File: src/rtl/exec_cdb_arbiter.sv
// Per-FU result FIFOs feeding NUM_CDB round-robin common-data-bus broadcast ports.
// Optional EXEC_CDB_PERF_EN adds saturating per-FU stall and broadcast counters.
module exec_cdb_arbiter #(
  parameter int NUM_FU        = 3,
  parameter int NUM_CDB       = 1,
  parameter int FIFO_DEPTH    = 2,
  parameter int ROB_IDX_BITS  = 6,
  parameter int PHYS_REG_BITS = 6,
  parameter int DATA_WIDTH    = 32
) (
  input  logic                                 clk,
  input  logic                                 rst,
  input  logic                                 flush,
  input  logic [NUM_FU-1:0]                    fu_valid,
  output logic [NUM_FU-1:0]                    fu_ready,
  input  logic [NUM_FU*ROB_IDX_BITS-1:0]       fu_rob_idx,
  input  logic [NUM_FU*PHYS_REG_BITS-1:0]      fu_pd_s,
  input  logic [NUM_FU*5-1:0]                  fu_rd_s,
  input  logic [NUM_FU*DATA_WIDTH-1:0]         fu_rd_v,
  output logic [NUM_CDB-1:0]                   cdb_valid,
  output logic [NUM_CDB*ROB_IDX_BITS-1:0]      cdb_rob_idx,
  output logic [NUM_CDB*PHYS_REG_BITS-1:0]     cdb_pd_s,
  output logic [NUM_CDB*5-1:0]                 cdb_rd_s,
  output logic [NUM_CDB*DATA_WIDTH-1:0]        cdb_rd_v,
  output logic [NUM_CDB*$clog2(NUM_FU)-1:0]    cdb_fu_id
`ifdef EXEC_CDB_PERF_EN
  ,
  output logic [NUM_FU*32-1:0]                 perf_stall_cnt,
  output logic [NUM_FU*32-1:0]                 perf_bcast_cnt
`endif
);

  localparam int FU_ID_W = $clog2(NUM_FU);
  localparam int PTR_W   = $clog2(FIFO_DEPTH);
  localparam int CNT_W   = PTR_W + 1;
  localparam int ENT_W   = ROB_IDX_BITS + PHYS_REG_BITS + 5 + DATA_WIDTH;

  logic [ENT_W-1:0]   mem_q    [NUM_FU][FIFO_DEPTH];
  logic [PTR_W-1:0]   wr_ptr_q [NUM_FU];
  logic [PTR_W-1:0]   rd_ptr_q [NUM_FU];
  logic [CNT_W-1:0]   count_q  [NUM_FU];
  logic [FU_ID_W-1:0] rr_ptr_q, rr_ptr_d;
  logic [NUM_FU-1:0]  push, pop, nonempty;

  // Readiness comes from the registered count only, so a full FIFO never refills in the cycle it pops.
  always_comb begin
    for (int i = 0; i < NUM_FU; i++) begin
      fu_ready[i] = (count_q[i] < CNT_W'(FIFO_DEPTH));
      nonempty[i] = (count_q[i] != '0);
      push[i]     = fu_valid[i] && fu_ready[i];
    end
  end

  always_comb begin
    logic [ENT_W-1:0] head;
    int idx;
    int nport;
    pop         = '0;
    rr_ptr_d    = rr_ptr_q;
    cdb_valid   = '0;
    cdb_rob_idx = '0;
    cdb_pd_s    = '0;
    cdb_rd_s    = '0;
    cdb_rd_v    = '0;
    cdb_fu_id   = '0;
    head        = '0;
    nport       = 0;
    for (int off = 0; off < NUM_FU; off++) begin
      idx = int'(rr_ptr_q) + off;
      if (idx >= NUM_FU) idx = idx - NUM_FU;
      if (nonempty[idx] && (nport < NUM_CDB)) begin
        head       = mem_q[idx][rd_ptr_q[idx]];
        pop[idx]   = 1'b1;
        cdb_valid[nport] = 1'b1;
        cdb_rob_idx[nport*ROB_IDX_BITS +: ROB_IDX_BITS]   = head[ENT_W-1 -: ROB_IDX_BITS];
        cdb_pd_s[nport*PHYS_REG_BITS +: PHYS_REG_BITS]    = head[DATA_WIDTH+5+PHYS_REG_BITS-1 -: PHYS_REG_BITS];
        cdb_rd_s[nport*5 +: 5]                            = head[DATA_WIDTH+4 -: 5];
        cdb_rd_v[nport*DATA_WIDTH +: DATA_WIDTH]          = head[DATA_WIDTH-1:0];
        cdb_fu_id[nport*FU_ID_W +: FU_ID_W]               = FU_ID_W'(idx);
        rr_ptr_d   = FU_ID_W'((idx + 1) % NUM_FU);
        nport      = nport + 1;
      end
    end
  end

  always_ff @(posedge clk) begin
    if (rst) begin
      rr_ptr_q <= '0;
      for (int i = 0; i < NUM_FU; i++) begin
        wr_ptr_q[i] <= '0;
        rd_ptr_q[i] <= '0;
        count_q[i]  <= '0;
      end
    end else if (flush) begin
      for (int i = 0; i < NUM_FU; i++) begin
        wr_ptr_q[i] <= '0;
        rd_ptr_q[i] <= '0;
        count_q[i]  <= '0;
      end
    end else begin
      rr_ptr_q <= rr_ptr_d;
      for (int i = 0; i < NUM_FU; i++) begin
        if (push[i]) wr_ptr_q[i] <= wr_ptr_q[i] + 1'b1;
        if (pop[i])  rd_ptr_q[i] <= rd_ptr_q[i] + 1'b1;
        if (push[i] && !pop[i])      count_q[i] <= count_q[i] + 1'b1;
        else if (!push[i] && pop[i]) count_q[i] <= count_q[i] - 1'b1;
      end
    end
  end

  // Payload storage carries no reset; validity is tracked entirely by the counts.
  always_ff @(posedge clk) begin
    for (int i = 0; i < NUM_FU; i++) begin
      if (push[i]) begin
        mem_q[i][wr_ptr_q[i]] <= {fu_rob_idx[i*ROB_IDX_BITS +: ROB_IDX_BITS],
                                  fu_pd_s[i*PHYS_REG_BITS +: PHYS_REG_BITS],
                                  fu_rd_s[i*5 +: 5],
                                  fu_rd_v[i*DATA_WIDTH +: DATA_WIDTH]};
      end
    end
  end

`ifdef EXEC_CDB_PERF_EN
  logic [31:0] stall_q [NUM_FU];
  logic [31:0] bcast_q [NUM_FU];

  always_ff @(posedge clk) begin
    for (int i = 0; i < NUM_FU; i++) begin
      if (rst) begin
        stall_q[i] <= '0;
        bcast_q[i] <= '0;
      end else begin
        if (fu_valid[i] && !fu_ready[i] && (stall_q[i] != '1)) stall_q[i] <= stall_q[i] + 1'b1;
        if (pop[i] && !flush && (bcast_q[i] != '1))            bcast_q[i] <= bcast_q[i] + 1'b1;
      end
    end
  end

  always_comb begin
    for (int i = 0; i < NUM_FU; i++) begin
      perf_stall_cnt[i*32 +: 32] = stall_q[i];
      perf_bcast_cnt[i*32 +: 32] = bcast_q[i];
    end
  end
`endif

  // A stalled FU must keep presenting the same result until it is accepted.
  for (genvar g = 0; g < NUM_FU; g++) begin : g_hold_chk
    a_hold: assert property (@(posedge clk) disable iff (rst || flush)
      (fu_valid[g] && !fu_ready[g]) |=>
      (fu_valid[g] && $stable(fu_rd_v[g*DATA_WIDTH +: DATA_WIDTH])));
  end

endmodule

File: config.mk
export PLATFORM = sky130hd
export DESIGN_NAME = exec_cdb_arbiter
export DESIGN_NICKNAME = d
export VERILOG_FILES = /design/src/rtl/exec_cdb_arbiter.sv
export SDC_FILE = /design/constraint.sdc
export NUM_CORES = 1
export LEC_CHECK = 0
export ABC_AREA = 1
export BUFFER_PORTS_ARGS = -buffer_cell sky130_fd_sc_hd__buf_2
export CORE_MARGIN = 8
export CORE_UTILIZATION = 25
export CTS_BUF_LIST = sky130_fd_sc_hd__clkbuf_2 sky130_fd_sc_hd__clkbuf_4 sky130_fd_sc_hd__clkbuf_8
export DETAILED_ROUTE_END_ITERATION = 10
export MAX_ROUTING_LAYER = met4
export PLACE_DENSITY = 0.43
export SLEW_MARGIN = 20
export SYNTH_ARGS = -nofsm -noshare
export SYNTH_HDL_FRONTEND = slang
export SYNTH_SLANG_ARGS = --single-unit
File: constraint.sdc
create_clock -name clk -period 11.5 [get_ports clk]
set_input_delay 2.3 -clock clk [delete_from_list [all_inputs] [get_ports clk]]
set_output_delay 2.3 -clock clk [all_outputs]
set_load 0.01 [all_outputs]
# == Yosys cells after proc, flatten, opt, wreduce, memory -nomap -nowiden ==
# Memory sizes are Yosys's and may differ from the RTL's.
# Index checks and enable logic that the tools add are counted.
# totals
register_bits,2
ramBits,306
input_bits,153
out_inout_bits,55
mem_count,4
# op_classes
n_addsub,29
mul,4
div_mod_pow,3
magnitude_cmp,27
shift,18
muxes,151
bitwise,32
reduce_logical,30
# mem_list
name,depth,word_bits,rd,rd_ports_with_merged_regs,wr,line_no,source
mem_q,3,98,3,0,3,38,logic [ENT_W-1:0] mem_q [NUM_FU][FIFO_DEPTH];
count_q,3,2,3,0,3,41,logic [CNT_W-1:0] count_q [NUM_FU];
rd_ptr_q,3,1,6,0,3,40,logic [PTR_W-1:0] rd_ptr_q [NUM_FU];
wr_ptr_q,3,1,3,0,3,39,logic [PTR_W-1:0] wr_ptr_q [NUM_FU];
# ops
operator,count
49-bit 2-to-1 mux,12
98-bit 2-to-1 mux,3
32-bit negation with 33-bit output,8
32-bit 2-to-1 mux,7
32-bit by 1-bit >= comparator with 1-bit output (second input constant),5
49-bit demux with 1-bit select,3
6-bit by 33-bit indexed part select with 6-bit output,4
32-bit by 2-bit adder with 32-bit output (second input constant),4
32-bit by 2-bit less-than comparator with 1-bit output (second input constant),4
32-bit by 4-bit less-than comparator with 1-bit output (second input constant),3
32-bit by 3-bit modulo with 32-bit output (second input constant),3
1-bit 2-to-1 mux,83
2-bit by 33-bit variable shift with 2-bit output (first input constant),2
32-bit by 33-bit variable shift with 32-bit output (first input constant),2
5-bit by 33-bit variable shift with 5-bit output (first input constant),2
6-bit by 33-bit variable shift with 6-bit output (first input constant),2
2-bit by 33-bit indexed part select with 2-bit output,2
32-bit by 33-bit indexed part select with 32-bit output,2
5-bit by 33-bit indexed part select with 5-bit output,2
32-bit bitwise mux,2
32-bit by 3-bit multiplier with 31-bit output (second input constant),2
32-bit by 4-bit multiplier with 32-bit output (second input constant),2
6-bit 2-to-1 mux,6
2-bit 2-to-1 mux,15
27 further kinds,114

# == Longest topological paths before layout ==
# Gate-level depths: netlist (run 1).
# logic_depth
word_depth,20
ltp_mapped,120

# == Least setup slack after synthesis (run 1) ==
# OpenSTA, ideal clock, no wires.
# synth_path
path_kind,flip-flop to flip-flop
from,reg rr_ptr_q[0]
to,reg rr_ptr_q[1]
setup_time_ns,0.109
t_arrival_ns,10.738
setup_slack_ns,0.654
path_stages_with_launch,103
period_less_slack_ns,10.846
cell_sequence,dfxtp_1 inv_1 ha_1 inv_2 nand2_1 nand3_1 nand2_1 nor2_8 nand2_4 inv_2 clkbuf_1 a21oi_1 a21oi_1 inv_1 ha_1 nand2_1 inv_1 nand2_1 [67 not listed] ha_1 inv_1 nand2_4 nand2_1 nand2_2 ha_1 inv_1 nand4_4 xor2_1 ha_1 nor2_4 nand2_2 nand2_1 nand2_1 nand3_1 nand3_1 nand2_1 inv_1
# synth_via
elab_chain_len,13
# synth_rtl
item,line_no,source
"start, declared",42,"logic [FU_ID_W-1:0] rr_ptr_q, rr_ptr_d;"
"start signal, assigned",101,rr_ptr_q <= rr_ptr_d;
branches (longest 13 deep; another with 32-bit by 2-bit adder with 32-bit output),-,
# Parallel ways; which one is timed is not known. The select of a mux whose other input is x is not followed.
# A chain may end at the register's enable or synchronous reset.

==> results list, run 1 <==
- Leaving out fill and tap cells, the most frequent cell in the layout is sky130_fd_sc_hd__nand2_1.
- Measured along the x axis, the die boundary spans 300.3 um.
- Unrepaired setup endpoints after global routing: yes
- Vias/cell: 5.234
* Post-route cell area: 24320 sq um
* Total setup violations reported at the end of the flow: 0
- Summing all placed instances gives a cell area of 22470 sq um.
- The worst hold path begins at count_q[2][0]$_DFFE_PP_.
- The tree is rooted in a sky130_fd_sc_hd__clkbuf_8.
* TritonCTS Sinks: 308
- In this run the worst path has a maximum fanout of 14.
- Core area: 80290 sq um
- Source of the critical timing path: count_q[2][1]$_DFFE_PP_
- The initial antenna violation count is 16.
- Sequential element share of the synthesized area: 45.67%
- Pre-Repair DR Iteration Count: 5
- STA classifies the critical path endpoint as a register.
- Period utilization: 98.53%
- The clock passes through at most 3 buffers.
* Result of the run: completed
- In this run the critical register-to-register path is launched from count_q[2][1]$_DFFE_PP_.
* Most frequent cells in the layout: sky130_fd_sc_hd__nand2_1, sky130_fd_sc_hd__o21ai_0, sky130_fd_sc_hd__edfxtp_1
* Synthesis warning total: 0
- Most frequent CP cell: sky130_fd_sc_hd__nand2_2
- Largest net degree at the start of global routing: 121
- STA classifies the critical path startpoint as a register.
* Min Tclk post-route: 11.33 ns
- Slowest cell on the critical path: sky130_fd_sc_hd__edfxtp_1
- DRC violations left: 0
- Top flip-flop cell by instance count after synthesis: sky130_fd_sc_hd__edfxtp_1
- 208 I/O pins were placed.
- Die Footprint: 90190 sq um
* Mean instance size in the synthesized netlist: 7.938 sq um
- Global-route wire length before repair: 120200 um
- Antenna-violating nets left: 0
- Relative to the synthesized area, the layout overhead comes to 20.36%.
* Via count: 20080
- Count of cell types in the netlist: 45
- After clock tree synthesis, the clock-pin slew on the worst setup and hold paths is 0.06 ns.
- DPL Wire Length: 48250 um
- Placed cells: 3691
- Routed wirelength normalized by instance count: 21.52 um
- In the final layout, the share of cells above drive strength 1 is 20.74%.
- Number of flops mapped to enable cells by yosys: 306
- In this run the tightest slew margin relative to its limit is 23.98%.
- Final setup skew: 0.02968 ns
- The tightest min-delay check is of the reg2reg type.
* Transition at the pin with the smallest max-transition slack: 1.140 ns
* Violation count after the first detailed-routing iteration: 1629
* Routability-driven placement congestion ratio: 0.7968
- Area of the mapped netlist: 20210 sq um
* Num CTS Buffers: 56
* Endpoint required time on the critical path: 12.06 ns
- CTS tree: yes
- Clk_lat worst skew: 0.67 ns
- From bottom edge to top edge, the die measures 300.3 um.
- The via count of the first global-routing pass is 19220.
* Fmax: 0.08825 GHz
- On the worst path, the slowest cell contributes a delay of 0.35 ns.
* Fraction of registers with async set/reset: 0%
- Post-synthesis cell count: 2546
- After detailed routing, the total wire length is 82570 um.
- Count of nets after finishing: 2895
- Final hold violation count: 0
* Total of max-cap violations: 0
* H-tree levels: 2
- For this configuration, the core starts out at a cell density of 25.17%.
- Number of I/O port buffers: 207
- Summed over all layers, the global routing overflow is 0.
- Counting flops and latches in the post-synthesis netlist gives 308.
- The worst setup path is of the reg2reg kind.
- Final standard cell count with taps included and fillers excluded: 3837
- Data on the critical path arrives at its endpoint at 11.90 ns.
- In the global route stage, overall resource usage came out at 17.77%.
- In this run the core area contains 104 standard-cell rows.
* Pins Over Slew Limit: 0
worst max-delay path, delay by kind of cell (launching register included):
family / cells / cell delay (ns)
and+or+nand+nor: 52 / 5.05
AOI/OAI and AO/OA: 24 / 3.40
adders and majority gates: 5 / 1.12
buffers and inverters: 12 / 1.11
DFF: 1 / 0.35
xor gates and xnor gates: 1 / 0.17
cells in the mapped netlist (all sizes together), types with 13 or more instances:
cell	instances	area, sq um
a211oi	31	237.7
a21oi	228	1145
a31oi	56	350.3
buf	36	153.9
clkbuf	152	570.6
edfxtp	306	9189
ha	21	262.8
inv	220	825.8
nand2	507	1976
nand3	125	665.6
nand4	13	111.4
nor2	236	927.1
nor3	41	205.2
o211ai	57	427.9
o21a	38	285.3
o21ai	354	1802
o311ai	75	656.9
cells by family (layout without fill, tap and decap cells):
logic type,count (synthesis),after routing,share of synthesized area (%)
AO/OA/AOI/OAI,861,861,25.26
adder cells (fa/ha/maj),21,21,1.300
flip-flops,308,308,45.67
AND/OR/NAND/NOR,934,934,19.62
other,2,13,0.03716
XOR/XNOR,9,9,0.3901
buffers and inverters,411,631,7.727
area by class of cell:
type / instances / area (sq um)
tap: 1060 / 1326
fill: 8467 / 55960
inverter: 223 / 857.1
clock inverter: 39 / 261.5
multi-input combinational: 1829 / 10000
sequential: 308 / 9231
clock buffer: 66 / 845.8
antenna: 9 / 22.52
timing repair buffer: 303 / 1779
through the flow:
| step | utilization, % | hold slack [ns] | setup TNS, ns | setup WS (ns) |
|---|---|---|---|---|
| 2_1_floorplan | - | 0.5264 | 0 | 0.6536 |
| 3_3_place_gp | 27.98 | 0.5441 | 0 | 0.2607 |
| 3_5_place_dp | 27.98 | 0.5521 | -0.4421 | -0.2457 |
| 4_1_cts | 29.40 | 0.5605 | 0 | 0.02918 |
| 5_1_grt | 30.29 | 0.5961 | -1.659 | -0.8401 |
| 6_report | 30.30 | 0.5672 | 0 | 0.1690 |
state kept, by name, summed over array words and instances (netlist names):
register  cells
mem_q       294
count_q       6
rd_ptr_q      3
wr_ptr_q      3
rr_ptr_q      2
path summary, 6_finish.rpt:
path / to / slack (ns) / depth (start not counted)
worst min register to register: count_q[2][0]$_DFFE_PP_ / 0.57 / 1
worst min-delay path: count_q[2][0]$_DFFE_PP_ / 0.57 / 1
worst max-delay path: rr_ptr_q[1]$_SDFFE_PP0P_ / 0.17 / 94
worst max register to register: rr_ptr_q[1]$_SDFFE_PP0P_ / 0.17 / 94
routing by layer:
| metal | global-route usage, % | up-vias | share of wire, % |
|---|---|---|---|
| met5 | - | - | 0 |
| met4 | 6.349 | 0 | 3.3 |
| met3 | 2.833 | 195 | 6.8 |
| met2 | 28.90 | 863 | 47 |
| met1 | 22.28 | 9624 | 43 |
| li1 | - | 9399 | - |
what timing repair did:
action,CTS,global route
setup endpoints to repair,2,2
pin swaps,1,99
hold buffers,0,0
buffers inserted,2,30
hold endpoints to repair,0,0
gates resized for setup,7,126
Power of run 1 is left out: the tool's default activity adds up to more than one toggle a clock period on the data nets, which glitch-free logic cannot reach.
==> inputs of run 2 (changes only) <==
==> constraint.sdc (replaced) <==
create_clock -name clk -period 11.5 [get_ports clk]
set_input_delay 0 -clock clk [delete_from_list [all_inputs] [get_ports clk]]
set_output_delay 0 -clock clk [all_outputs]
set_load 0.01 [all_outputs]
==> results list, run 2 (synthesis gave the netlist of run 1 again) <==
- Signed area change from the synthesized netlist to the final layout: 28.31%
* Final setup skew: 0.02874 ns (-0.0009372 ns)
- The later-pin clock latency in the skew report came to 0.66 ns (about the same).
- Number of rows created at floorplan: 104 (unchanged)
* Number of global-route vias before repair: 20010 (+4.1%)
* Reg area: 9231 sq um (unchanged)
- The total buffers and inverters traversed by the critical path is 12 (unchanged).
- In this design, the critical path's most frequently occurring cell is sky130_fd_sc_hd__nand2_2.
- The x dimension of the die was 300.3 um (unchanged).
* Start-to-end type of the worst setup path: reg2reg
- The worst setup path is launched from a register.
- Largest net degree at the start of global routing: 121 (unchanged)
- Worst Hold Launch: fu_rd_v[15]
- The area inside the core boundary is 80290 sq um (unchanged).
- Worst Path Max Fanout: 5 (-9)
- The worst setup path is captured at a register.
- The die boundary height is 300.3 um (unchanged).
* Min Tclk post-route: 11.37 ns (+0.04038 ns)
- Count of nets after finishing: 3058 (+5.6%)
* Starting density of the core: 25.17% (unchanged)
- Final total negative setup slack: 0 ns (unchanged)
* Slowest cell on the critical path: sky130_fd_sc_hd__dfxtp_2
* Hold/Removal Path Class: in2reg
- Grt total ovfl: 0 (unchanged)
- Root buffer cell: sky130_fd_sc_hd__clkbuf_8
- The initial antenna violation count came to 10 (-6).
- Top-Level Pins: 208 (unchanged)
* Transition at the pin with the smallest max-transition slack: 1.079 ns (-0.06085 ns)
- The number of cells traversed by the worst register-to-register path was 99 (+5.3%).
* CTS tree: yes
* Routed wirelength normalized by instance count: 20.59 um (-4.3%)
* Hold Path End: mem_q[0][64]$_DFFE_PP_
* Signal arrival time at the worst endpoint: 11.96 ns (+0.06 ns)
- Setup repair after global routing could not meet its margin everywhere.
* Fmax: 0.08794 GHz (-0.36%)
- The number of design rule violations left after detail routing is 0 (unchanged).
* Clock buffer depth: 3 (unchanged)
- The routability congestion estimate from global placement came to 0.7939 (-0.36%).
- Violation count after the first detailed-routing iteration: 1841 (+13%)
- Pre-Repair DR Iteration Count: 6 (+1)
* Vias/cell: 5.191 (-0.82%)
* Number of instances on the worst hold path: 2 (+1)
- The required time at the worst-slack endpoint is 12.09 ns (+0.03 ns).
* Count of fill cells added during filler insertion: 8280 (-2.2%)
- The count of endpoints failing setup in the final report is 0 (unchanged).
- Via count: 20740 (+3.3%)
- The total clock buffers created by CTS came to 57 (+1.8%).
- In this run the critical register-to-register path is captured at rr_ptr_q[1]$_SDFFE_PP0P_.
- TritonCTS Sinks: 308 (unchanged)
- The area taken by multi-input logic gates is 10010 sq um (about the same).
- Worst relative slew slack: 28.04% (+4.1 points)
* Flip-flop count of the largest register after layout: 294 (unchanged)
* DPL Wire Length: 47880 um (-0.76%)
- FF-to-FF setup slack: 0.13 ns (-0.04 ns)
- Final hold violation count: 0 (unchanged)
* Pins Over Slew Limit: 0 (unchanged)
* Total of max-cap violations: 0 (unchanged)
- Most frequent cells in the layout: sky130_fd_sc_hd__nand2_1, sky130_fd_sc_hd__o21ai_0, sky130_fd_sc_hd__edfxtp_1
- H-tree levels: 2 (unchanged)
- The global-route wire length before repair came to 121300 um (+0.99%).
- The final clock period utilization by the worst path came to 98.88% (+0.35 points).
- Leaving out fill and tap cells, the most frequent cell in the layout is sky130_fd_sc_hd__nand2_1.
- Clock transition at the registers of the reported paths: 0.06 ns (about the same)
* Result of the run: completed
- The total routing usage reported by global routing came to 17.78% (about the same).
- In this run the critical register-to-register path is launched from rr_ptr_q[1]$_SDFFE_PP0P_.
* Ratio of cells with drive above 1 in the final layout: 19.50% (-1.2 points)
- The aggregate routed wire length came to 82260 um (-0.37%).
- The count of buffers inserted at the top-level ports is 207 (unchanged).
* Top cell family by delay on the critical path: simple AND/OR/NAND/NOR gates
- The final hold slack came to 0.06205 ns (-0.5051 ns).
- The number of nets with antenna violations after detailed routing was 0 (unchanged).
* Die Footprint: 90190 sq um (unchanged)
- Stage delay of the slowest cell on the critical path: 0.36 ns (about the same)
[run 2: cell types whose count changed in the layout (fill, tap and decap cells not counted), sizes merged]
cell,before,now
bufinv,3,1
diode,9,7
dlygate4sd3,0,161
clkinv,35,29
clkbuf,66,73
buf,303,304
inv,222,221
[run 2: worst reg2reg max path: cells and delay by family (launching register included)]
kind            cells  cell delay (ns)
simple gates       57             5.14
compound gates     23             3.40
fa+ha+maj           6             1.27
buf+inv            12             0.99
flops               1             0.36
xor+xnor            1             0.17
[run 2: area by class of cell]
class / count / area share, %
Antenna cell: 7 / 0.06755
Clock buffer: 73 / 3.489
Clock inverter: 30 / 0.6466
Inverter: 223 / 3.325
Multi-Input combinational cell: 1829 / 38.59
Sequential cell: 308 / 35.60
Tap cell: 1060 / 5.115
Timing Repair Buffer: 465 / 13.17
[run 2: timing repair]
action,4_1_cts,5_1_grt
hold endpoints to repair,315,0
setup buffers,0,33
hold buffers,161,0
setup endpoints to repair,2,2
pin swaps,0,91
gates resized for setup,5,127
[run 2: worst max-delay path by stage]
stage	start	to	cells after the start
CTS	rr_ptr_q[1]$_SDFFE_PP0P_	rr_ptr_q[1]$_SDFFE_PP0P_	100
finish	rr_ptr_q[1]$_SDFFE_PP0P_	rr_ptr_q[1]$_SDFFE_PP0P_	99
global placement	rr_ptr_q[1]$_SDFFE_PP0P_	rr_ptr_q[1]$_SDFFE_PP0P_	93
detailed placement	rr_ptr_q[1]$_SDFFE_PP0P_	rr_ptr_q[1]$_SDFFE_PP0P_	95
global route	rr_ptr_q[1]$_SDFFE_PP0P_	rr_ptr_q[1]$_SDFFE_PP0P_	97
floorplan	rr_ptr_q[0]$_SDFFE_PP0P_	rr_ptr_q[1]$_SDFFE_PP0P_	102
[run 2: per-stage QoR]
step	util, %	cell area, sq um	setup WS [ns]	std cells
4_1_cts	31.34	25160	0.01157	3955
6_report	32.30	25930	0.1286	3995
3_5_place_dp	27.98	22470	-0.1813	3691
5_1_grt	32.30	25930	-0.8619	3995
3_3_place_gp	27.98	22470	0.2550	3691
2_1_floorplan	-	20220	0.6536	2548
[run 2: metal layers]
layer  vias to the layer above  GRT usage, %  wire length (um)
li1                       9713             -                 -
met1                      9822         22.29             35640
met2                       973         28.95             38570
met3                       229         2.675              5148
met4                         0         6.578              2904
met5                         -             -                 0
Power of run 2 is left out for the same reason.
